**config.mk**
```make
export PLATFORM = sky130hd
export DESIGN_NAME = cla_pipe_adder_flat
export DESIGN_NICKNAME = d
export VERILOG_FILES = /design/src/rtl/cla_pipe_adder_if.sv /design/src/rtl/cla_pipe_adder.sv /design/src/flat_wrapper.sv
export SDC_FILE = /design/constraint.sdc
export NUM_CORES = 1
export LEC_CHECK = 0
export ABC_AREA = 0
export CORE_MARGIN = 5
export CORE_UTILIZATION = 55
export CTS_CLUSTER_DIAMETER = 40
export DETAILED_ROUTE_END_ITERATION = 7
export PLACE_DENSITY = 0.78
export REMOVE_ABC_BUFFERS = 1
export SYNTH_ARGS = -nofsm -noshare
export SYNTH_HDL_FRONTEND = slang
export SYNTH_SLANG_ARGS = --single-unit
```
**constraint.sdc**
```tcl
create_clock -name clk -period 2.7 [get_ports clk]
set_clock_uncertainty 0.2 [all_clocks]
set_input_delay 0.405 -clock clk [delete_from_list [all_inputs] [get_ports clk]]
set_output_delay 0.405 -clock clk [all_outputs]
set_load 0.03 [all_outputs]
```
**src/rtl/cla_pipe_adder_if.sv**
```systemverilog
// Operand/result streaming bundle for cla_pipe_adder: valid/ready on both the
// operand side and the result side.
interface cla_pipe_adder_if #(
  parameter int WIDTH = 16
);
  logic             in_valid;
  logic             in_ready;
  logic [WIDTH-1:0] a;
  logic [WIDTH-1:0] b;
  logic             cin;
  logic             sub;
  logic             out_valid;
  logic             out_ready;
  logic [WIDTH-1:0] s;
  logic             cout;
  logic             ovf;

  modport master (
    output in_valid, a, b, cin, sub, out_ready,
    input  in_ready, out_valid, s, cout, ovf
  );

  modport slave (
    input  in_valid, a, b, cin, sub, out_ready,
    output in_ready, out_valid, s, cout, ovf
  );
endinterface

```
**src/rtl/cla_pipe_adder.sv**
```systemverilog
// Pipelined carry-lookahead adder/subtractor: one BLOCK-bit lookahead group per
// stage behind an input register, globally stalled by result back-pressure.
module cla_pipe_adder #(
  parameter int WIDTH = 16,
  parameter int BLOCK = 4
) (
  input  logic            clk,
  input  logic            rst_n,
  cla_pipe_adder_if.slave bus
);
  localparam int NSTAGES = WIDTH / BLOCK;

  if (((WIDTH % BLOCK) != 0) || (WIDTH < BLOCK)) begin : g_bad_cfg
    $error("cla_pipe_adder: WIDTH must be a non-zero multiple of BLOCK");
  end

  // Returns {carry out, carry into group MSB, group sum}; every carry is a flat
  // sum of products over g/p/ci so no carry waits on its neighbour.
  function automatic logic [BLOCK+1:0] cla_group(input logic [BLOCK-1:0] ga,
                                                 input logic [BLOCK-1:0] gb,
                                                 input logic             ci);
    logic [BLOCK-1:0] g;
    logic [BLOCK-1:0] p;
    logic [BLOCK:0]   c;
    logic             acc;
    logic             pr;
    g    = ga & gb;
    p    = ga ^ gb;
    c    = '0;
    c[0] = ci;
    for (int i = 0; i < BLOCK; i++) begin
      acc = g[i];
      pr  = p[i];
      for (int j = i - 1; j >= 0; j--) begin
        acc = acc | (pr & g[j]);
        pr  = pr & p[j];
      end
      c[i+1] = acc | (pr & ci);
    end
    return {c[BLOCK], c[BLOCK-1], p ^ c[BLOCK-1:0]};
  endfunction

  logic             adv_s;
  logic             iv_r;
  logic             ic_r;
  logic [WIDTH-1:0] ia_r;
  logic [WIDTH-1:0] ib_r;
  logic             ovf_r;

  assign adv_s = bus.out_ready | ~stg[NSTAGES-1].vld_r;

  // Input register; subtraction is folded into b and the stage-0 carry here.
  always_ff @(posedge clk or negedge rst_n) begin
    if (!rst_n) begin
      iv_r <= 1'b0;
      ia_r <= '0;
      ib_r <= '0;
      ic_r <= 1'b0;
    end else if (adv_s) begin
      iv_r <= bus.in_valid;
      ia_r <= bus.a;
      ib_r <= bus.sub ? ~bus.b : bus.b;
      ic_r <= bus.sub ? 1'b1 : bus.cin;
    end
  end

  for (genvar k = 0; k < NSTAGES; k++) begin : stg
    logic             vld_s;
    logic             ci_s;
    logic [WIDTH-1:0] a_s;
    logic [WIDTH-1:0] b_s;
    logic [WIDTH-1:0] sum_s;
    logic [WIDTH-1:0] sum_nxt_s;
    logic [BLOCK+1:0] res_s;
    logic             vld_r;
    logic             c_r;
    logic [WIDTH-1:0] a_r;
    logic [WIDTH-1:0] b_r;
    logic [WIDTH-1:0] sum_r;

    if (k == 0) begin : g_src
      assign vld_s = iv_r;
      assign a_s   = ia_r;
      assign b_s   = ib_r;
      assign ci_s  = ic_r;
      assign sum_s = '0;
    end else begin : g_src
      assign vld_s = stg[k-1].vld_r;
      assign a_s   = stg[k-1].a_r;
      assign b_s   = stg[k-1].b_r;
      assign ci_s  = stg[k-1].c_r;
      assign sum_s = stg[k-1].sum_r;
    end

    assign res_s = cla_group(a_s[k*BLOCK +: BLOCK], b_s[k*BLOCK +: BLOCK], ci_s);

    // Merge this stage's group into the partially de-skewed sum.
    always_comb begin
      sum_nxt_s                     = sum_s;
      sum_nxt_s[k*BLOCK +: BLOCK]   = res_s[BLOCK-1:0];
    end

    // Stage register: operand skew, group carry, and finished sum groups.
    always_ff @(posedge clk or negedge rst_n) begin
      if (!rst_n) begin
        vld_r <= 1'b0;
        c_r   <= 1'b0;
        a_r   <= '0;
        b_r   <= '0;
        sum_r <= '0;
      end else if (adv_s) begin
        vld_r <= vld_s;
        c_r   <= res_s[BLOCK+1];
        a_r   <= a_s;
        b_r   <= b_s;
        sum_r <= sum_nxt_s;
      end
    end

    if (k == NSTAGES - 1) begin : g_flags
      logic unused_s;
      assign unused_s = ^{a_r, b_r};

      // Signed overflow from the carries into and out of the MSB.
      always_ff @(posedge clk or negedge rst_n) begin
        if (!rst_n) begin
          ovf_r <= 1'b0;
        end else if (adv_s) begin
          ovf_r <= res_s[BLOCK+1] ^ res_s[BLOCK];
        end
      end
    end else begin : g_flags
      logic unused_s;
      assign unused_s = res_s[BLOCK];
    end
  end

  assign bus.in_ready  = adv_s;
  assign bus.out_valid = stg[NSTAGES-1].vld_r;
  assign bus.s         = stg[NSTAGES-1].sum_r;
  assign bus.cout      = stg[NSTAGES-1].c_r;
  assign bus.ovf       = ovf_r;
endmodule
```
**src/flat_wrapper.sv**
```systemverilog
// flat-port wrapper written by rule: the top's interface ports become plain ports
module cla_pipe_adder_flat 
#(
  parameter int WIDTH = 16,
  parameter int BLOCK = 4
)
  (clk, rst_n, bus_in_valid, bus_a, bus_b, bus_cin, bus_sub, bus_out_ready, bus_in_ready, bus_out_valid, bus_s, bus_cout, bus_ovf);
  cla_pipe_adder_if #(.WIDTH(WIDTH)) bus_i ();
  input  logic clk;
  input  logic rst_n;
  input wire logic [$bits(bus_i.in_valid)-1:0] bus_in_valid;
  input wire logic [$bits(bus_i.a)-1:0] bus_a;
  input wire logic [$bits(bus_i.b)-1:0] bus_b;
  input wire logic [$bits(bus_i.cin)-1:0] bus_cin;
  input wire logic [$bits(bus_i.sub)-1:0] bus_sub;
  input wire logic [$bits(bus_i.out_ready)-1:0] bus_out_ready;
  output wire logic [$bits(bus_i.in_ready)-1:0] bus_in_ready;
  output wire logic [$bits(bus_i.out_valid)-1:0] bus_out_valid;
  output wire logic [$bits(bus_i.s)-1:0] bus_s;
  output wire logic [$bits(bus_i.cout)-1:0] bus_cout;
  output wire logic [$bits(bus_i.ovf)-1:0] bus_ovf;
  assign bus_i.in_valid = bus_in_valid;
  assign bus_i.a = bus_a;
  assign bus_i.b = bus_b;
  assign bus_i.cin = bus_cin;
  assign bus_i.sub = bus_sub;
  assign bus_i.out_ready = bus_out_ready;
  assign bus_in_ready = bus_i.in_ready;
  assign bus_out_valid = bus_i.out_valid;
  assign bus_s = bus_i.s;
  assign bus_cout = bus_i.cout;
  assign bus_ovf = bus_i.ovf;
  cla_pipe_adder #(.WIDTH(WIDTH), .BLOCK(BLOCK)) u_core (.clk(clk), .rst_n(rst_n), .bus(bus_i));
endmodule
```
Yosys cells after proc, flatten, opt, wreduce, memory -nomap -nowiden
Cells that the tools add are included.
- flip-flop bits (word level): 179
- input port bits: 38
- memories: 0
- output and inout bits: 20
- bits in latches: 0
- bits in read-only memories: 0
- memory bits (writable): 0
- div/mod/pow operators: 0
- magnitude comparators: 0
- reductions and logical operators: 0
- add/sub/neg operators: 0
- equal/unequal tests: 0
- bitwise logic cells: 120
- multiply operators: 0
- multiplexer cells: 2
- shift operators: 0
- operators by type and width (kind ; count):
    1-bit bitwise AND ; 64
    1-bit OR ; 41
    4-bit bitwise XOR ; 8
    4-bit bitwise AND ; 4
    16-bit two-way mux ; 1
    16-bit NOT ; 1
    1-bit two-way mux ; 1
    1-bit NOT ; 1
    1-bit bitwise XOR ; 1

Depth between registers and ports, before layout
- depth in word-level cells: 7
- mapped depth: 7

Worst setup path after synthesis
No wires, ideal clock.
- path type: reg2out
- from: register u_core.stg[3].vld_r, in the netlist u_core.bus.out_valid
- to: output port bus_in_ready
- data arrival time: 1.149 ns
- slack: 0.946 ns
- stages on the path, launching flop included: 6
- cells stage by stage: dfrtp_1 nor2b_2 buf_6 inv_4 buf_6 buf_6
- word-level cells in the longest chain between the ends: 2
- ends and longest elaborated chain (what ; RTL line ; RTL):
    start: declaration ; cla_pipe_adder.sv:75 ; logic vld_r;
    start signal: assignment ; cla_pipe_adder.sv:112 ; vld_r <= vld_s;
    1-bit NOT ; cla_pipe_adder.sv:50 ; assign adv_s = bus.out_ready | ~stg[NSTAGES-1].vld_r;
    1-bit OR ; cla_pipe_adder.sv:50 ;
    end: declaration ; flat_wrapper.sv:17 ; output wire logic [$bits(bus_i.in_ready)-1:0] bus_in_ready;
No other way between the ends.

Worst setup path in the final report
- from: register u_core.stg[3].vld_r, in the netlist u_core.bus.out_valid
- to: output port bus_out_valid
- RTL lines (what ; RTL line ; RTL):
    end: declaration ; flat_wrapper.sv:18 ; output wire logic [$bits(bus_i.out_valid)-1:0] bus_out_valid;
No word-level cell between the ends.

==> qor.txt <==
Worst Hold Class - in2reg
CP peak stage delay - 690 ps
Final #Nets - 706
Final setup violation count - 0
Ratio of cells with drive above 1 in the final layout - 0.0681
Detailed Place HPWL - 6210 um
Critical path peak fanout - 2
Synthesized cell area - 0.00559 mm2
Crit-path leading delay family - buffers and inverters
Die area - 0.0123 mm2
Slew HR - 0.542
Via count - 3968
Arr. time, crit path - 1580 ps
Initial Util - 0.569
Final core occ - 0.692
Ant. Diodes - 0
Buf+Inv Stages, Crit Path - 1
Reg2reg setup slack - 870 ps
Slew @ Worst Pin - 687 ps
Reg area - 0.00328 mm2
Die height - 111 um
Detailed Route WL - 10200 um
Overall Global Routing Usage - 0.179
Max VDD drop - 0.895 mV
Synth area leader - dfrtp_1
Reg-to-reg startpoint - u_core.stg[2].b_r[12]$_DFFE_PN0P_
Maximum clock frequency - 458 MHz
Layout Area Growth over Synthesis - 21.5%
CP Class - reg2out
Hold endpoint - u_core.ia_r[13]$_DFFE_PN0P_
GR Overflow Total - 0
Initial antenna violation count - 0
Buffers on Ports - 57
Critical path required time - 2100 ps
Vias in the first global route - 4064
Total core area - 0.00982 mm2
CTS tree - built
Max H-tree Level - 4
Worst reg-to-reg path cell count - 5
Hold path cells - 3
RSZ-0062 raised after global routing - false
Clk_lat worst skew - 510 ps
Top-count cell post-synth - nand2_1
Synth cell count leaders - 286 x nand2_1, 131 x dfrtp_1, 37 x o21ai_0
PwrDens - 1230 mW/mm2
TritonRoute pass-1 iters - 4
Die X - 111 um
CTS sink cnt - 131
DR vias/cell - 5.00
Num CTS Buffers - 17
Crit start category - flop
Ys async rst share - 1.00
Period utilization - 0.809
Root buffer cell - clkbuf_8
Distinct cells, synth - 24
Post_cts resized - 0
Final hold vios - 0
Pin count of the biggest net entering global routing - 128
Syn avg cell area - 9.39 um2
Fin crit period - 2180 ps
Gate count after technology mapping - 595
EDFF count, synth - 0
Largest cells by area after synthesis - dfrtp_1 59%, nand2_1 19%, ha_1 3.6%, o21ai_0 3.3%, xnor2_1 3.0%
Final non-filler cell total - 794
Gpl congestion - 0.770
Slowest library cell on the worst path - clkdlybuf4s50_1
Post-DR wirelength/cell - 12.8 um
Row count - 36
CTS max path bufs - 2
Ys flop type - dfrtp_1
Cts hold-fix bufs - 1
CP endpoint kind - primary output
DRT antenna net count - 0
Clk slew on worst S/H paths - 60 ps
Max Cap Viol - 0
Reg2reg end - u_core.bus.ovf$_DFFE_PN0P_
Max-slew violation count - 0
Flops & latches, synth - 131
DP Cell Count - 761
Yosys warns - 0
I/O pin total - 58
Status - completed
Finished Cell Area - 0.00679 mm2
Post-route DRC - 0
DRT iter0 DRCs - 195
Top cell type's share of synthesized area - 0.587
Filler instances - 779
Placed Area - 0.00624 mm2
Static Leak - 3.34 nW
First-pass GRT wire length - 18100 um
# Post-CTS Setup Buffers - 0
Hold wc startpoint - bus_a[13]
Footprint of the multi-input gates - 0.00208 mm2
Crit path depth - 1
Sequential share of the synthesized area - 0.587
Critical path cell sequence - clkdlybuf4s50_1
==> layer usage <==
layer	wire, um	vias to the layer above	part of all wire	track usage
met5	0	-	0	0
met2	5220	72	0.51	0.303
li1	-	1970	-	-
met3	347	11	0.034	0.0546
met4	143	0	0.014	0.0583
met1	4440	1915	0.44	0.218
==> area by class of cell <==
class | instances | share of cell area
timing repair buffer | 64 | 0.0993
clock buffer | 20 | 0.0641
inverter | 13 | 0.00755
sequential | 131 | 0.483
clock inverter | 12 | 0.0162
multi-input combinational | 421 | 0.306
tap | 133 | 0.0245
==> logic make-up (layout without fill, tap and decap cells) <==
group	after synthesis	in the layout	synth area share
multiplexers	1	1	0.00179
adder cells (fa/ha/maj)	20	20	0.0502
AO/OA/AOI/OAI	74	74	0.0768
AND/OR/NAND/NOR	302	302	0.204
flip-flops	131	131	0.587
XOR/XNOR	24	24	0.0376
buffers and inverters	43	109	0.0428
==> flip-flops by register name, indices dropped and copies added (netlist names) <==
name                  cells
u_core.bus.cout           1
u_core.bus.out_valid      1
u_core.bus.ovf            1
u_core.bus.s             16
u_core.ia_r              16
u_core.ib_r              16
u_core.ic_r               1
u_core.iv_r               1
u_core.stg.a_r           24
u_core.stg.b_r           24
u_core.stg.c_r            3
u_core.stg.sum_r         24
u_core.stg.vld_r          3
==> layout by cell type, fill, tap and decap left out, types with 5 or more instances in the layout <==
cell	instances
a211oi_1	8
clkdlybuf4s50_1	55
clkbuf_16	16
dfrtp_1	131
xnor2_1	19
a21oi_1	13
inv_1	12
nand2_1	286
nor2_1	14
xor2_1	5
ha_1	16
o21ai_0	37
==> worst max path at each step <==
stage	startpoint	end	slack (ps)
after floorplan	u_core.bus.out_valid$_DFFE_PN0P_	u_core.bus.s[12]$_DFFE_PN0P_	-2070
after global placement	bus_out_ready	u_core.bus.s[14]$_DFFE_PN0P_	580
after detailed placement	bus_out_ready	u_core.bus.s[14]$_DFFE_PN0P_	530
after CTS	u_core.bus.out_valid$_DFFE_PN0P_	bus_out_valid	480
after global routing	u_core.bus.out_valid$_DFFE_PN0P_	bus_out_valid	450
final	u_core.bus.out_valid$_DFFE_PN0P_	bus_out_valid	520
==> report_power, final <==
part,internal [mW],switching (mW)
combinational,1.23,1.71
clock,1.24,0.830
sequential,2.85,0.479
total,5.32,3.02
==> per-stage QoR <==
step / hold WS (ps) / setup WS [ps] / power [mW] / setup TNS [ps]
4_1_cts: 198 / 482 / 8.43 / 0
3_5_place_dp: 245 / 533 / 6.29 / 0
5_1_grt: 212 / 448 / 8.97 / 0
3_3_place_gp: 242 / 582 / 6.12 / 0
2_1_floorplan: -90.6 / -2070 / 5.35 / -243030
6_report: 219 / 515 / 8.34 / 0
No activity file was read; power rests on OpenSTA's default activity.
